--- config.mk ---
export PLATFORM = sky130hd
export DESIGN_NAME = mips_multicycle_ctrl_flat
export DESIGN_NICKNAME = d
export VERILOG_FILES = /design/src/rtl/mips_multicycle_ctrl_if.sv /design/src/rtl/mips_multicycle_ctrl.sv /design/src/flat_wrapper.sv
export SDC_FILE = /design/constraint.sdc
export NUM_CORES = 1
export LEC_CHECK = 0
export ABC_AREA = 1
export CORE_ASPECT_RATIO = 1.25
export CORE_MARGIN = 5
export CORE_UTILIZATION = 40
export DETAILED_ROUTE_END_ITERATION = 6
export HOLD_SLACK_MARGIN = 0.06
export PLACE_DENSITY_LB_ADDON = 0.08
export REMOVE_ABC_BUFFERS = 1
export SETUP_SLACK_MARGIN = 0.05
export SLEW_MARGIN = 40
export SYNTH_ARGS = -nofsm -noshare
export SYNTH_HDL_FRONTEND = slang
export SYNTH_SLANG_ARGS = --single-unit
--- constraint.sdc ---
create_clock -name i_clk -period 1.57 [get_ports i_clk]
set_input_delay 0.314 -clock i_clk [delete_from_list [all_inputs] [get_ports i_clk]]
set_output_delay 0.314 -clock i_clk [all_outputs]
set_load 0.01 [all_outputs]
--- src/rtl/mips_multicycle_ctrl_if.sv ---
// Control/datapath boundary for the multi-cycle MIPS32 core.
// The controller sits on the master side; the datapath (or a bench) on the slave side.
interface mips_multicycle_ctrl_if #(
  parameter int CNT_W = 32
);
  logic [5:0]       i_opcode;
  logic [5:0]       i_funct;
  logic             i_zero;
  logic             i_mem_ready;
  logic             o_pc_write;
  logic [1:0]       o_pc_src;
  logic             o_ir_write;
  logic             o_iord;
  logic             o_mem_read;
  logic             o_mem_write;
  logic             o_alu_src_a;
  logic [1:0]       o_alu_src_b;
  logic [3:0]       o_alu_ctrl;
  logic             o_reg_write;
  logic [1:0]       o_reg_dst;
  logic [1:0]       o_mem_to_reg;
  logic [3:0]       o_state;
  logic             o_illegal;
  logic [CNT_W-1:0] o_instr_count;

  modport master (
    input  i_opcode, i_funct, i_zero, i_mem_ready,
    output o_pc_write, o_pc_src, o_ir_write, o_iord, o_mem_read, o_mem_write,
           o_alu_src_a, o_alu_src_b, o_alu_ctrl, o_reg_write, o_reg_dst,
           o_mem_to_reg, o_state, o_illegal, o_instr_count
  );

  modport slave (
    output i_opcode, i_funct, i_zero, i_mem_ready,
    input  o_pc_write, o_pc_src, o_ir_write, o_iord, o_mem_read, o_mem_write,
           o_alu_src_a, o_alu_src_b, o_alu_ctrl, o_reg_write, o_reg_dst,
           o_mem_to_reg, o_state, o_illegal, o_instr_count
  );
endinterface

--- src/rtl/mips_multicycle_ctrl.sv ---
// Main control FSM of the multi-cycle MIPS32 core: sequences ALU, register
// file, PC, IR and the unified memory port; counts retired instructions and
// traps on encodings it does not implement.
//
// state  | meaning
// FETCH  | read instruction at PC, PC <= PC+4 when memory completes
// DECODE | branch target into ALUOut, dispatch on opcode
// MADDR  | rs + imm effective address for LW/SW
// MRD    | load read, wait for memory
// MWB    | write MDR into rt
// MWR    | store write, wait for memory
// REXE   | R-type ALU operation
// RWB    | write ALUOut into rd
// BR     | BEQ/BNE compare, conditional PC load
// JMP    | J
// IEXE   | immediate ALU operation
// IWB    | write ALUOut into rt
// JAL    | link into $31 and jump
// JR     | PC <= rs
// TRAP   | illegal encoding, parked until reset
module mips_multicycle_ctrl #(
  parameter int CNT_W = 32
) (
  input logic                  i_clk,
  input logic                  i_rst_n,
  mips_multicycle_ctrl_if.master bus
);
  typedef enum logic [3:0] {
    S_FETCH = 4'd0, S_DECODE = 4'd1, S_MADDR = 4'd2, S_MRD = 4'd3, S_MWB = 4'd4,
    S_MWR = 4'd5, S_REXE = 4'd6, S_RWB = 4'd7, S_BR = 4'd8, S_JMP = 4'd9,
    S_IEXE = 4'd10, S_IWB = 4'd11, S_JAL = 4'd12, S_JR = 4'd13, S_TRAP = 4'd14
  } state_t;

  localparam logic [3:0] ALU_ADD = 4'b0000, ALU_SUB = 4'b0001, ALU_AND = 4'b0010,
                         ALU_OR = 4'b0011, ALU_SLT = 4'b0100, ALU_XOR = 4'b0101,
                         ALU_NOR = 4'b0110, ALU_SLL = 4'b0111, ALU_SRL = 4'b1000,
                         ALU_SRA = 4'b1001, ALU_SLTU = 4'b1010, ALU_BEQ = 4'b1100,
                         ALU_BNE = 4'b1110, ALU_LUI = 4'b1111;

  localparam logic [5:0] OP_RTYPE = 6'b000000, OP_J = 6'b000010, OP_JAL = 6'b000011,
                         OP_BEQ = 6'b000100, OP_BNE = 6'b000101, OP_LW = 6'b100011,
                         OP_SW = 6'b101011, FN_JR = 6'b001000;

  state_t           state_q, state_d;
  logic [CNT_W-1:0] count_q;
  logic             illegal_q;

  logic       r_legal, i_legal;
  logic [3:0] r_alu, i_alu;

  logic       pc_write, ir_write, iord, mem_read, mem_write, alu_src_a, reg_write;
  logic [1:0] pc_src, alu_src_b, reg_dst, mem_to_reg;
  logic [3:0] alu_ctrl;

  // R-type funct to ALU code; ADDU/SUBU decode as illegal
  always_comb begin
    r_legal = 1'b1;
    r_alu   = ALU_ADD;
    case (bus.i_funct)
      6'b100000: r_alu = ALU_ADD;
      6'b100010: r_alu = ALU_SUB;
      6'b100100: r_alu = ALU_AND;
      6'b100101: r_alu = ALU_OR;
      6'b100110: r_alu = ALU_XOR;
      6'b100111: r_alu = ALU_NOR;
      6'b101010: r_alu = ALU_SLT;
      6'b101011: r_alu = ALU_SLTU;
      6'b000000, 6'b000100: r_alu = ALU_SLL;
      6'b000010, 6'b000110: r_alu = ALU_SRL;
      6'b000011, 6'b000111: r_alu = ALU_SRA;
      default:   r_legal = 1'b0;
    endcase
  end

  // Immediate-class opcode to ALU code
  always_comb begin
    i_legal = 1'b1;
    i_alu   = ALU_ADD;
    case (bus.i_opcode)
      6'b001000: i_alu = ALU_ADD;
      6'b001010: i_alu = ALU_SLT;
      6'b001011: i_alu = ALU_SLTU;
      6'b001100: i_alu = ALU_AND;
      6'b001101: i_alu = ALU_OR;
      6'b001110: i_alu = ALU_XOR;
      6'b001111: i_alu = ALU_LUI;
      default:   i_legal = 1'b0;
    endcase
  end

  // Next state and Moore strobes (plus the ready/zero gated PC loads)
  always_comb begin
    state_d    = state_q;
    pc_write   = 1'b0;
    pc_src     = 2'b00;
    ir_write   = 1'b0;
    iord       = 1'b0;
    mem_read   = 1'b0;
    mem_write  = 1'b0;
    alu_src_a  = 1'b0;
    alu_src_b  = 2'b00;
    alu_ctrl   = ALU_ADD;
    reg_write  = 1'b0;
    reg_dst    = 2'b00;
    mem_to_reg = 2'b00;
    case (state_q)
      S_FETCH: begin
        mem_read  = 1'b1;
        alu_src_b = 2'b01;
        if (bus.i_mem_ready) begin
          ir_write = 1'b1;
          pc_write = 1'b1;
          state_d  = S_DECODE;
        end
      end
      S_DECODE: begin
        alu_src_b = 2'b11;
        case (bus.i_opcode)
          OP_LW, OP_SW: state_d = S_MADDR;
          OP_RTYPE:     state_d = (bus.i_funct == FN_JR) ? S_JR : (r_legal ? S_REXE : S_TRAP);
          OP_BEQ, OP_BNE: state_d = S_BR;
          OP_J:         state_d = S_JMP;
          OP_JAL:       state_d = S_JAL;
          default:      state_d = i_legal ? S_IEXE : S_TRAP;
        endcase
      end
      S_MADDR: begin
        alu_src_a = 1'b1;
        alu_src_b = 2'b10;
        state_d   = (bus.i_opcode == OP_LW) ? S_MRD : S_MWR;
      end
      S_MRD: begin
        iord     = 1'b1;
        mem_read = 1'b1;
        if (bus.i_mem_ready) state_d = S_MWB;
      end
      S_MWB: begin
        reg_write  = 1'b1;
        mem_to_reg = 2'b01;
        state_d    = S_FETCH;
      end
      S_MWR: begin
        iord      = 1'b1;
        mem_write = 1'b1;
        if (bus.i_mem_ready) state_d = S_FETCH;
      end
      S_REXE: begin
        alu_src_a = 1'b1;
        alu_ctrl  = r_alu;
        state_d   = S_RWB;
      end
      S_RWB: begin
        reg_write = 1'b1;
        reg_dst   = 2'b01;
        state_d   = S_FETCH;
      end
      S_BR: begin
        alu_src_a = 1'b1;
        pc_src    = 2'b01;
        alu_ctrl  = (bus.i_opcode == OP_BNE) ? ALU_BNE : ALU_BEQ;
        pc_write  = (bus.i_opcode == OP_BNE) ? ~bus.i_zero : bus.i_zero;
        state_d   = S_FETCH;
      end
      S_JMP: begin
        pc_write = 1'b1;
        pc_src   = 2'b10;
        state_d  = S_FETCH;
      end
      S_IEXE: begin
        alu_src_a = 1'b1;
        alu_src_b = 2'b10;
        alu_ctrl  = i_alu;
        state_d   = S_IWB;
      end
      S_IWB: begin
        reg_write = 1'b1;
        state_d   = S_FETCH;
      end
      S_JAL: begin
        reg_write  = 1'b1;
        reg_dst    = 2'b10;
        mem_to_reg = 2'b10;
        pc_write   = 1'b1;
        pc_src     = 2'b10;
        state_d    = S_FETCH;
      end
      S_JR: begin
        pc_write = 1'b1;
        pc_src   = 2'b11;
        state_d  = S_FETCH;
      end
      S_TRAP:  state_d = S_TRAP;
      default: state_d = S_FETCH;
    endcase
  end

  // State register, retire counter and sticky illegal flag
  always_ff @(posedge i_clk) begin
    if (!i_rst_n) begin
      state_q   <= S_FETCH;
      count_q   <= '0;
      illegal_q <= 1'b0;
    end else begin
      state_q <= state_d;
      if (state_q != S_FETCH && state_d == S_FETCH) count_q <= count_q + 1'b1;
      if (state_d == S_TRAP) illegal_q <= 1'b1;
    end
  end

  // Strobes are forced low for as long as reset is held
  assign bus.o_pc_write    = i_rst_n & pc_write;
  assign bus.o_pc_src      = i_rst_n ? pc_src : 2'b00;
  assign bus.o_ir_write    = i_rst_n & ir_write;
  assign bus.o_iord        = i_rst_n & iord;
  assign bus.o_mem_read    = i_rst_n & mem_read;
  assign bus.o_mem_write   = i_rst_n & mem_write;
  assign bus.o_alu_src_a   = i_rst_n & alu_src_a;
  assign bus.o_alu_src_b   = i_rst_n ? alu_src_b : 2'b00;
  assign bus.o_alu_ctrl    = i_rst_n ? alu_ctrl : 4'b0000;
  assign bus.o_reg_write   = i_rst_n & reg_write;
  assign bus.o_reg_dst     = i_rst_n ? reg_dst : 2'b00;
  assign bus.o_mem_to_reg  = i_rst_n ? mem_to_reg : 2'b00;
  assign bus.o_state       = state_q;
  assign bus.o_illegal     = illegal_q;
  assign bus.o_instr_count = count_q;
endmodule

--- src/flat_wrapper.sv ---
// flat-port wrapper written by rule: the top's interface ports become plain ports
module mips_multicycle_ctrl_flat 
#(
  parameter int CNT_W = 32
)
  (i_clk, i_rst_n, bus_i_opcode, bus_i_funct, bus_i_zero, bus_i_mem_ready, bus_o_pc_write, bus_o_pc_src, bus_o_ir_write, bus_o_iord, bus_o_mem_read, bus_o_mem_write, bus_o_alu_src_a, bus_o_alu_src_b, bus_o_alu_ctrl, bus_o_reg_write, bus_o_reg_dst, bus_o_mem_to_reg, bus_o_state, bus_o_illegal, bus_o_instr_count);
  mips_multicycle_ctrl_if #(.CNT_W(CNT_W)) bus_i ();
  input logic i_clk;
  input logic i_rst_n;
  input wire logic [$bits(bus_i.i_opcode)-1:0] bus_i_opcode;
  input wire logic [$bits(bus_i.i_funct)-1:0] bus_i_funct;
  input wire logic [$bits(bus_i.i_zero)-1:0] bus_i_zero;
  input wire logic [$bits(bus_i.i_mem_ready)-1:0] bus_i_mem_ready;
  output wire logic [$bits(bus_i.o_pc_write)-1:0] bus_o_pc_write;
  output wire logic [$bits(bus_i.o_pc_src)-1:0] bus_o_pc_src;
  output wire logic [$bits(bus_i.o_ir_write)-1:0] bus_o_ir_write;
  output wire logic [$bits(bus_i.o_iord)-1:0] bus_o_iord;
  output wire logic [$bits(bus_i.o_mem_read)-1:0] bus_o_mem_read;
  output wire logic [$bits(bus_i.o_mem_write)-1:0] bus_o_mem_write;
  output wire logic [$bits(bus_i.o_alu_src_a)-1:0] bus_o_alu_src_a;
  output wire logic [$bits(bus_i.o_alu_src_b)-1:0] bus_o_alu_src_b;
  output wire logic [$bits(bus_i.o_alu_ctrl)-1:0] bus_o_alu_ctrl;
  output wire logic [$bits(bus_i.o_reg_write)-1:0] bus_o_reg_write;
  output wire logic [$bits(bus_i.o_reg_dst)-1:0] bus_o_reg_dst;
  output wire logic [$bits(bus_i.o_mem_to_reg)-1:0] bus_o_mem_to_reg;
  output wire logic [$bits(bus_i.o_state)-1:0] bus_o_state;
  output wire logic [$bits(bus_i.o_illegal)-1:0] bus_o_illegal;
  output wire logic [$bits(bus_i.o_instr_count)-1:0] bus_o_instr_count;
  assign bus_i.i_opcode = bus_i_opcode;
  assign bus_i.i_funct = bus_i_funct;
  assign bus_i.i_zero = bus_i_zero;
  assign bus_i.i_mem_ready = bus_i_mem_ready;
  assign bus_o_pc_write = bus_i.o_pc_write;
  assign bus_o_pc_src = bus_i.o_pc_src;
  assign bus_o_ir_write = bus_i.o_ir_write;
  assign bus_o_iord = bus_i.o_iord;
  assign bus_o_mem_read = bus_i.o_mem_read;
  assign bus_o_mem_write = bus_i.o_mem_write;
  assign bus_o_alu_src_a = bus_i.o_alu_src_a;
  assign bus_o_alu_src_b = bus_i.o_alu_src_b;
  assign bus_o_alu_ctrl = bus_i.o_alu_ctrl;
  assign bus_o_reg_write = bus_i.o_reg_write;
  assign bus_o_reg_dst = bus_i.o_reg_dst;
  assign bus_o_mem_to_reg = bus_i.o_mem_to_reg;
  assign bus_o_state = bus_i.o_state;
  assign bus_o_illegal = bus_i.o_illegal;
  assign bus_o_instr_count = bus_i.o_instr_count;
  mips_multicycle_ctrl #(.CNT_W(CNT_W)) u_core (.i_clk(i_clk), .i_rst_n(i_rst_n), .bus(bus_i));
endmodule
==> metrics.cfg, run 1 <==
[outcome]
status = finished with violations
violations = setup timing

[clocking]
htree_levels = 2
cts-buffers-inserted = 5
cts-root-buf = clkbuf_8
clock-sinks = 37
cts_tree = built
clock_latency_ns = 0.30
clk_pin_slew_ns = 0.09
max-clock-path-buffers = 2

[layout]
nets = 702
final_cell_area_um2 = 5500
area_growth_pct = 90.0
num_antenna_cells = 0
drive_gt1_share_pct = 50.6

[critical_path]
slowest_delay_ns = 0.41
critPathBufInv = 5
reg2reg_to = u_core.bus.o_instr_count[13]$_SDFFE_PN0P_
cp-end-kind = flop
required_ns = 1.74
reg2reg_setup_slack_ns = -0.47
crit_end = u_core.bus.o_instr_count[13]$_SDFFE_PN0P_
cp_top_family = simple AND/OR/NAND/NOR gates
rr_worst_depth = 14
cp-start-kind = flop
cp_slowest_cell = dfxtp_4
cp-startpoint = u_core.bus.o_state[3]$_SDFF_PN0_
worstSetupPathType = reg -> reg
cp.depth = 14
worstPathArrival_ns = 2.22
path_max_fanout = 5
r2r-start = u_core.bus.o_state[3]$_SDFF_PN0_
cp_cell_sequence = inv_4, buf_6, nand2_8, inv_4, nand2_1, nor2_1, nor2_2, nand3_2, nor2_4, nand3_4, buf_6, buf_8, nand2_2, a21oi_2

[power]
powerDensity_nw_per_um2 = 719
leakagePower_nw = 2.59
power_mw = 3.95
ir_drop_uv = 652

[timing]
tightest_slew_ns = 0.365
hold_viol_final = 0
finClkSkew_ns = 0.0129
setup_viol = 53
drv_slew = 0
rsz0062_at_grt = true
min_period_over_period_pct = 130
max_slew_margin_pct = 75.7
timing.fmax_mhz = 489
hold_slack_ns = 0.496
fin_ws_ns = -0.475
min_period_ns = 2.04

[floorplanning]
coreArea_um2 = 7020
io_pins = 72
dieArea_um2 = 9050
num_rows = 34
die_w_um = 86.1
die_y_um = 105
start_util_pct = 41.2

[drt]
avgViaCountPerCell = 5.34
met2WireLength_um = 7060
met1_length_um = 4780
drc = 0
postRouteAntennaNets = 0
wl_per_cell_um = 16.9
wl_met3_um = 574
drt_wl_total_um = 13100
dr.max_layer_used = met4
drtIter0Drc = 256
first_pass_iters = 4
num_vias = 4143

[logic_synthesis]
synth_top_area_cell = dfxtp_1
async_reset_ff_share_pct = 0
yosysMostFrequentCell = nand2_1
ys_ff_latch = 37
synth_cells = 486
synth_area_leaders = dfxtp_1, nand2_1, nor2_1
synth_cell_types = 30
synth.avg_cell_area_um2 = 5.95
synthesis.area_um2 = 2890
synthFlopType = dfxtp_1
yosys_warnings = 0
yosysSeqAreaShare_pct = 25.6
synth_edf_count = 0
yosysTopAreaCellShare_pct = 25.6
synthTopCellsByCount = nand2_1, nor2_1, a21oi_1, inv_1, nand4_1

[place]
placed_cell_area_um2 = 4450
place_ws_ns = -0.885
port_buffers = 71
hpwlAfterDp_um = 8140
gp_congestion = 0.909

[hold_path]
hold_path.class = reg -> reg
whs_path_depth = 2

[global_routing]
grt_overflow = 0
grt_usage_pct = 26.2
antenna_found_initial = 0
grt_pass1_wl_um = 19500
grt_max_degree = 31
grt_pass1_vias = 4195

[job]
drv_cap = 0

layout make-up:
cell class / count / area [um2]
Multi-Input combinational cell: 385 / 2530
Fill cell: 521 / 1520
Timing Repair Buffer: 210 / 1780
Inverter: 46 / 190
Clock inverter: 2 / 13.8
Clock buffer: 6 / 82.6
Sequential cell: 37 / 781
Tap cell: 90 / 113
worst min path at each step:
stage,start,endpoint,slack (ns)
global route,u_core.bus.o_instr_count[29]$_SDFFE_PN0P_,u_core.bus.o_instr_count[29]$_SDFFE_PN0P_,0.51
finish,u_core.bus.o_instr_count[28]$_SDFFE_PN0P_,u_core.bus.o_instr_count[28]$_SDFFE_PN0P_,0.50
floorplan,i_rst_n,u_core.bus.o_illegal$_SDFFE_PN0N_,0.43
global placement,u_core.bus.o_illegal$_SDFFE_PN0N_,u_core.bus.o_illegal$_SDFFE_PN0N_,0.44
CTS,u_core.bus.o_illegal$_SDFFE_PN0N_,u_core.bus.o_illegal$_SDFFE_PN0N_,0.47
detailed placement,u_core.bus.o_illegal$_SDFFE_PN0N_,u_core.bus.o_illegal$_SDFFE_PN0N_,0.45
report_power, final:
part           leakage (nW)  switching (mW)  total, mW  internal (mW)
clock                0.0512           0.378      0.734          0.357
combinational          2.23            1.22       2.20          0.987
sequential            0.311          0.0428       1.01          0.972
what timing repair did:
| item | in CTS | in global routing |
|---|---|---|
| hold buffers | 0 | 0 |
| gates cloned | 3 | 3 |
| pin swaps | 54 | 38 |
| setup endpoints to repair | 92 | 57 |
| buffers inserted | 21 | 9 |
| resized for setup | 317 | 88 |
metrics by stage:
| step | cells | setup TNS (ns) | utilization, % |
|---|---|---|---|
| 6_report | 776 | -17.60 | 78.3 |
| 3_3_place_gp | 739 | -38.40 | 63.5 |
| 5_1_grt | 776 | -21.93 | 78.3 |
| 4_1_cts | 768 | -13.33 | 73.9 |
| 2_1_floorplan | 468 | -32.85 | - |
| 3_5_place_dp | 739 | -39.85 | 63.5 |
cell families after synthesis:
family	after synthesis	share of synthesized area, %
and+or+nand+nor	300	45.6
xor gates and xnor gates	29	8.78
buffers and inverters	64	9.47
adders and majority gates	1	0.432
AOI/OAI and AO/OA	55	10.2
DFF	37	25.6
routing by layer:
metal	track usage [%]	up-vias
met5	0	-
met4	12.2	0
met3	2.91	55
li1	-	2004
met1	27.7	1937
met2	50.2	147
worst min-delay path: cells and delay by family (launching register included):
family	cells	cell delay [ns]
AO/OA/AOI/OAI	1	0.04
flip-flops	1	0.35
AND/OR/NAND/NOR	1	0.07
placed cells by master (no fill, tap or decap), drive strengths merged, types with 4 or more instances in the layout:
master,n
buf,157
nand2,134
nor2,83
inv,46
a21oi,42
dlygate4sd2,41
nand4,38
dfxtp,37
nand3,25
xor2,17
nor3,15
clkbuf,13
xnor2,12
o21ai,7
a31oi,4
sequential cells by signal (all words and copies together), names as in the netlist:
name / count
u_core.bus.o_illegal: 1
u_core.bus.o_state: 4
u_core.bus.o_instr_count: 32
No activity file was read; power rests on OpenSTA's default activity.
==> run 2: changes to the inputs <==
--- a/config.mk
+++ b/config.mk
@@ -6,7 +6,6 @@
 export NUM_CORES = 1
 export LEC_CHECK = 0
 export ABC_AREA = 1
-export CORE_ASPECT_RATIO = 1.25
 export CORE_MARGIN = 5
 export CORE_UTILIZATION = 40
 export DETAILED_ROUTE_END_ITERATION = 6
==> metrics.cfg, run 2 (same netlist as run 1, synthesis figures left out) <==
[global_routing]
grt_max_degree = 34  ; was 31
grt_overflow = 0  ; unchanged
grt_pass1_vias = 3724  ; was 4195
antenna_found_initial = 0  ; unchanged
grt_usage_pct = 25.0  ; was 26.2%
grt_pass1_wl_um = 17900  ; was 19500 um

[floorplanning]
num_rows = 31  ; was 34
coreArea_um2 = 7140  ; was 7020 um2
die_w_um = 95.1  ; was 86.1 um
die_y_um = 95.1  ; was 105 um
dieArea_um2 = 9040  ; was 9050 um2
io_pins = 72  ; unchanged
start_util_pct = 40.6  ; was 41.2%

[timing]
finClkSkew_ns = 0.0121  ; was 0.0129 ns
rsz0062_at_grt = true  ; unchanged
min_period_over_period_pct = 133  ; was 130%
max_slew_margin_pct = 70.6  ; was 75.7%
drv_slew = 0  ; unchanged
tightest_slew_ns = 0.442  ; was 0.365 ns
tns_ns = -19.60  ; was -17.60 ns
hold_slack_ns = 0.451  ; was 0.496 ns
setup_viol = 51  ; was 53
fin_ws_ns = -0.517  ; was -0.475 ns
min_period_ns = 2.09  ; was 2.04 ns
timing.fmax_mhz = 479  ; was 489 MHz
hold_viol_final = 0  ; unchanged

[critical_path]
r2r-start = u_core.bus.o_state[2]$_SDFF_PN0_  ; was u_core.bus.o_state[3]$_SDFF_PN0_
path_max_fanout = 17  ; was 5
critPathBufInv = 5  ; unchanged
reg2reg_setup_slack_ns = -0.52  ; was -0.47 ns
cp_slowest_cell = dfxtp_4  ; unchanged
cp-start-kind = flop  ; unchanged
worstSetupPathType = reg -> reg  ; unchanged
reg2reg_to = u_core.bus.o_instr_count[6]$_SDFFE_PN0P_  ; was u_core.bus.o_instr_count[13]$_SDFFE_PN0P_
cp_top_family = simple AND/OR/NAND/NOR gates  ; unchanged
slowest_delay_ns = 0.41  ; about the same
cp-end-kind = flop  ; unchanged
required_ns = 1.79  ; was 1.74 ns
cp-startpoint = u_core.bus.o_state[2]$_SDFF_PN0_  ; was u_core.bus.o_state[3]$_SDFF_PN0_
cp_cell_sequence = inv_4, buf_6, nand2_4, nor2_4, buf_6, nand2_4, o21ai_2, nor2_1, nand3_1, nor2_4, buf_4, buf_12, nand4_1, a21oi_1  ; was inv_4, buf_6, nand2_8, inv_4, nand2_1, nor2_1, nor2_2, nand3_2, nor2_4, nand3_4, buf_6, buf_8, nand2_2, a21oi_2
rr_worst_depth = 14  ; unchanged
worstPathArrival_ns = 2.31  ; was 2.22 ns

[layout]
area_growth_pct = 84.1  ; was 90.0%
drive_gt1_share_pct = 45.2  ; was 50.6%
num_antenna_cells = 0  ; unchanged
layout_common_cells = buf_4, nand2_1, nor2_1, dlygate4sd2_1, nand4_1  ; unchanged
fillers = 577  ; was 521
nets = 699  ; was 702
final_cell_area_um2 = 5330  ; was 5500 um2
layout_commonest_cell = buf_4  ; unchanged
largest_register_ffs = 32  ; unchanged
post-route-util_pct = 74.7  ; was 78.3%

[job]
drv_cap = 0  ; unchanged

[hold_path]
hp-start = u_core.bus.o_illegal$_SDFFE_PN0N_  ; was u_core.bus.o_instr_count[28]$_SDFFE_PN0P_
min_to = u_core.bus.o_illegal$_SDFFE_PN0N_  ; was u_core.bus.o_instr_count[28]$_SDFFE_PN0P_
hold_path.class = reg -> reg  ; unchanged
whs_path_depth = 2  ; unchanged

[drt]
dr.max_layer_used = met4  ; unchanged
avgViaCountPerCell = 5.34  ; about the same
first_pass_iters = 5  ; was 4
met1_length_um = 5100  ; was 4780 um
wl_met3_um = 937  ; was 574 um
num_vias = 4163  ; was 4143
drc = 0  ; unchanged
wl_per_cell_um = 15.6  ; was 16.9 um
postRouteAntennaNets = 0  ; unchanged
drtIter0Drc = 510  ; was 256
drt_wl_total_um = 12200  ; was 13100 um
met2WireLength_um = 5890  ; was 7060 um

[power]
power_mw = 3.88  ; was 3.95 mW
ir_drop_uv = 486  ; was 652 uV
leakagePower_nw = 2.57  ; was 2.59 nW
powerDensity_nw_per_um2 = 729  ; was 719 nW/um2

[clocking]
clock_latency_ns = 0.30  ; about the same
htree_levels = 2  ; unchanged
holdBufCountCts = 0  ; unchanged
clock-sinks = 37  ; unchanged
cts_tree = built  ; unchanged
cts-root-buf = clkbuf_8  ; unchanged
max-clock-path-buffers = 2  ; unchanged
clk_pin_slew_ns = 0.08  ; was 0.09 ns
cts-buffers-inserted = 5  ; unchanged

[place]
gp_congestion = 0.967  ; was 0.909
hpwlAfterDp_um = 7610  ; was 8140 um
port_buffers = 71  ; unchanged
placed_cell_area_um2 = 4460  ; was 4450 um2

[outcome]
violations = setup timing  ; unchanged
status = finished with violations  ; unchanged

run 2: changes by cell type in the layout (fill, tap and decap cells not counted), moves of 6 or more:
cell | before | now
nor2_4 | 20 | 14
nand3_1 | 14 | 20
a21oi_1 | 10 | 25
nand3_2 | 10 | 4
nand2_1 | 79 | 86
a21oi_2 | 31 | 16
nand2_4 | 23 | 15
run 2: worst max-delay path by stage:
| stage | end | slack [ns] | cells after the start |
|---|---|---|---|
| 3_5_place_dp | bus_o_alu_ctrl[1] | -0.97 | 6 |
| 4_1_cts | bus_o_alu_ctrl[1] | -0.42 | 7 |
| 2_1_floorplan | u_core.bus.o_instr_count[0]$_SDFFE_PN0P_ | -1.07 | 10 |
| 5_1_grt | u_core.bus.o_instr_count[6]$_SDFFE_PN0P_ | -0.56 | 14 |
| 3_3_place_gp | bus_o_alu_ctrl[1] | -0.89 | 6 |
| 6_report | u_core.bus.o_instr_count[6]$_SDFFE_PN0P_ | -0.52 | 14 |
run 2: what timing repair did:
action | CTS | global route
gates resized for setup | 241 | 109
gates cloned | 6 | 0
endpoints found under the setup margin | 89 | 60
buffers inserted | 16 | 9
pin swaps | 23 | 28
run 2: layout make-up:
| cell class | instances | area, um2 | area share [%] |
|---|---|---|---|
| clock buffer | 5 | 68.8 | 1.29 |
| multi-input combinational | 385 | 2340 | 43.8 |
| inverter | 46 | 193 | 3.62 |
| tap | 99 | 124 | 2.32 |
| clock inverter | 1 | 5.00 | 0.0939 |
| sequential | 37 | 776 | 14.6 |
| timing repair buffer | 207 | 1830 | 34.3 |
run 2: where the power goes:
| part | switching [mW] | total (mW) | internal, mW |
|---|---|---|---|
| sequential | 0.0415 | 1.02 | 0.976 |
| clock | 0.344 | 0.637 | 0.293 |
| combinational | 1.15 | 2.23 | 1.08 |
run 2: metal layers:
layer	vias to the layer above	global-route usage, %
li1	1998	-
met1	1926	33.4
met2	205	42.0
met3	34	3.47
met4	0	6.37
met5	-	0
run 2: metrics by stage:
step,cells,setup WS [ns]
3_5_place_dp,747,-0.974
4_1_cts,774,-0.421
3_3_place_gp,747,-0.892
5_1_grt,780,-0.562
6_report,780,-0.517
2_1_floorplan,468,-1.07
run 2: worst register-to-register path: cells and delay by family, from the launching register on:
| family | cells | cell delay, ns |
|---|---|---|
| buffers and inverters | 5 | 0.59 |
| AND/OR/NAND/NOR | 7 | 0.78 |
| flip-flops | 1 | 0.41 |
| AO/OA/AOI/OAI | 2 | 0.24 |
==> run 3: changes to the inputs <==
--- a/config.mk
+++ b/config.mk
@@ -6,6 +6,7 @@
 export NUM_CORES = 1
 export LEC_CHECK = 0
 export ABC_AREA = 1
+export CORE_ASPECT_RATIO = 0.75
 export CORE_MARGIN = 5
 export CORE_UTILIZATION = 40
 export DETAILED_ROUTE_END_ITERATION = 6
==> metrics.cfg, run 3 (same netlist as run 1, synthesis figures left out) <==
[outcome]
status = finished with violations  ; unchanged
violations = setup timing  ; unchanged

[place]
placed_cells = 743  ; was 747
port_buffers = 71  ; unchanged
hpwlAfterDp_um = 8000  ; was 7610 um
placed_cell_area_um2 = 4450  ; was 4460 um2
gp_congestion = 0.974  ; was 0.967

[power]
ir_drop_uv = 434  ; was 486 uV
sw_frac_of_total_pct = 37.8  ; was 39.4%
leakagePower_nw = 2.58  ; was 2.57 nW
power_switching_mw = 1.66  ; was 1.53 mW
p_int_mw = 2.73  ; was 2.35 mW
powerDensity_nw_per_um2 = 805  ; was 729 nW/um2
power_frac_seq_pct = 23.2  ; was 26.2%
combPwrFrac_pct = 56.2  ; was 57.4%
clkPwrFrac_pct = 20.6  ; was 16.4%

[layout]
final_cell_area_um2 = 5470  ; was 5330 um2
post-route-util_pct = 78.9  ; was 74.7%
layout_commonest_cell = buf_4  ; unchanged
nets = 706  ; was 699
area_growth_pct = 88.9  ; was 84.1%
largest_register_ffs = 32  ; unchanged
num_antenna_cells = 0  ; unchanged
drive_gt1_share_pct = 43.6  ; was 45.2%
layout_common_cells = buf_4, nand2_1, nor2_1, dlygate4sd2_1, nand4_1  ; unchanged
instances_no_fill = 788  ; was 780

[timing]
finClkSkew_ns = 0.0120  ; was 0.0121 ns
tns_ns = -20.09  ; was -19.60 ns
rsz0062_at_grt = true  ; unchanged
timing.fmax_mhz = 462  ; was 479 MHz
tightest_slew_ns = 0.443  ; was 0.442 ns
setup_viol = 52  ; was 51
drv_slew = 0  ; unchanged
min_period_over_period_pct = 138  ; was 133%
min_period_ns = 2.17  ; was 2.09 ns
max_slew_margin_pct = 70.5  ; was 70.6%
hold_viol_final = 0  ; unchanged
fin_ws_ns = -0.595  ; was -0.517 ns
hold_slack_ns = 0.441  ; was 0.451 ns

[global_routing]
grt_overflow = 0  ; unchanged
grt_pass1_vias = 3923  ; was 3724
grt_pass1_wl_um = 19600  ; was 17900 um
grt_usage_pct = 26.9  ; was 25.0%
antenna_found_initial = 0  ; unchanged
grt_max_degree = 34  ; unchanged

[critical_path]
rr_worst_depth = 15  ; was 14
reg2reg_to = u_core.bus.o_instr_count[2]$_SDFFE_PN0P_  ; was u_core.bus.o_instr_count[6]$_SDFFE_PN0P_
crit_end = u_core.bus.o_instr_count[2]$_SDFFE_PN0P_  ; was u_core.bus.o_instr_count[6]$_SDFFE_PN0P_
reg2reg_setup_slack_ns = -0.60  ; was -0.52 ns
path_max_fanout = 9  ; was 17
required_ns = 1.79  ; about the same
worstPathArrival_ns = 2.38  ; was 2.31 ns
worstSetupPathType = reg -> reg  ; unchanged
cp-end-kind = flop  ; unchanged
cp-start-kind = flop  ; unchanged
cp-startpoint = u_core.bus.o_state[2]$_SDFF_PN0_  ; unchanged
r2r-start = u_core.bus.o_state[2]$_SDFF_PN0_  ; unchanged

[clocking]
clock-sinks = 37  ; unchanged
max-clock-path-buffers = 2  ; unchanged
holdBufCountCts = 0  ; unchanged
clock_latency_ns = 0.30  ; about the same
cts-buffers-inserted = 5  ; unchanged
cts_tree = built  ; unchanged
htree_levels = 2  ; unchanged
cts-root-buf = clkbuf_8  ; unchanged
clk_pin_slew_ns = 0.09  ; was 0.08 ns

[floorplanning]
die_w_um = 108  ; was 95.1 um
start_util_pct = 41.8  ; was 40.6%
coreArea_um2 = 6930  ; was 7140 um2
dieArea_um2 = 9050  ; was 9040 um2
io_pins = 72  ; unchanged
num_rows = 26  ; was 31
die_y_um = 83.7  ; was 95.1 um

[drt]
avgViaCountPerCell = 5.64  ; was 5.34
drc = 0  ; unchanged
num_vias = 4445  ; was 4163
postRouteAntennaNets = 0  ; unchanged
wl_per_cell_um = 17.9  ; was 15.6 um
drt_wl_total_um = 14100  ; was 12200 um
drtIter0Drc = 495  ; was 510
first_pass_iters = 6  ; was 5

[hold_path]
hold_path.class = reg -> reg  ; unchanged

[job]
drv_cap = 0  ; unchanged

-- run 3: area by class of cell --
class	instances	area [um2]
fillers	488	1460
inverters	46	195
flip-flops and latches	37	769
well taps	98	123
multi-input cells	385	2280
clock buffers	7	86.3
repair buffers	214	1980
clock inverters	1	30.0
-- run 3: power by group through the flow --
stage | Clock [mW] | Combinational (mW) | Sequential, mW
final | 0.905 | 2.47 | 1.02
after global routing | 0.952 | 2.57 | 1.02
after CTS | 0.889 | 2.07 | 1.01
after detailed placement | 0 | 1.27 | 1.02
after global placement | 0 | 1.26 | 1.02
after floorplan | 0 | 0.529 | 1.05
-- run 3: layer usage --
| layer | track usage, % | share of wire [%] | vias to the layer above |
|---|---|---|---|
| met1 | 39.6 | 42 | 2060 |
| met4 | 5.85 | 3.1 | 0 |
| met5 | 0 | 0 | - |
| li1 | - | - | 2005 |
| met3 | 6.03 | 11 | 52 |
| met2 | 39.8 | 44 | 328 |
-- run 3: worst min path at each step --
stage | startpoint | endpoint | cells past startpoint
2_1_floorplan | i_rst_n | u_core.bus.o_illegal$_SDFFE_PN0N_ | 2
3_3_place_gp | u_core.bus.o_illegal$_SDFFE_PN0N_ | u_core.bus.o_illegal$_SDFFE_PN0N_ | 2
3_5_place_dp | u_core.bus.o_illegal$_SDFFE_PN0N_ | u_core.bus.o_illegal$_SDFFE_PN0N_ | 2
4_1_cts | u_core.bus.o_illegal$_SDFFE_PN0N_ | u_core.bus.o_illegal$_SDFFE_PN0N_ | 2
5_1_grt | u_core.bus.o_illegal$_SDFFE_PN0N_ | u_core.bus.o_illegal$_SDFFE_PN0N_ | 2
6_report | u_core.bus.o_illegal$_SDFFE_PN0N_ | u_core.bus.o_illegal$_SDFFE_PN0N_ | 2
-- run 3: timing repair --
| item | in CTS | in global routing |
|---|---|---|
| endpoints found under the setup margin | 91 | 55 |
| setup buffers | 22 | 14 |
| resized for setup | 273 | 67 |
| gates cloned | 6 | 1 |
| pin swaps | 23 | 39 |
-- run 3: worst max-delay path, cell delays in order (launching register included) --
cell	delay (ns)
dfxtp_4	0.38
inv_4	0.07
nor2_2	0.04
buf_4	0.14
nand2_2	0.08
nor2_2	0.04
inv_2	0.08
nand2_1	0.07
nor2_2	0.15
nand2_2	0.09
nor2_4	0.17
buf_6	0.14
buf_12	0.12
buf_12	0.13
nand4_1	0.14
a21oi_1	0.22
-- run 3: stage by stage --
stage	power, mW	worst slack (ns)
2_1_floorplan	1.58	-1.07
3_3_place_gp	2.28	-0.952
3_5_place_dp	2.30	-1.01
4_1_cts	3.97	-0.391
5_1_grt	4.54	-0.606
6_report	4.40	-0.595
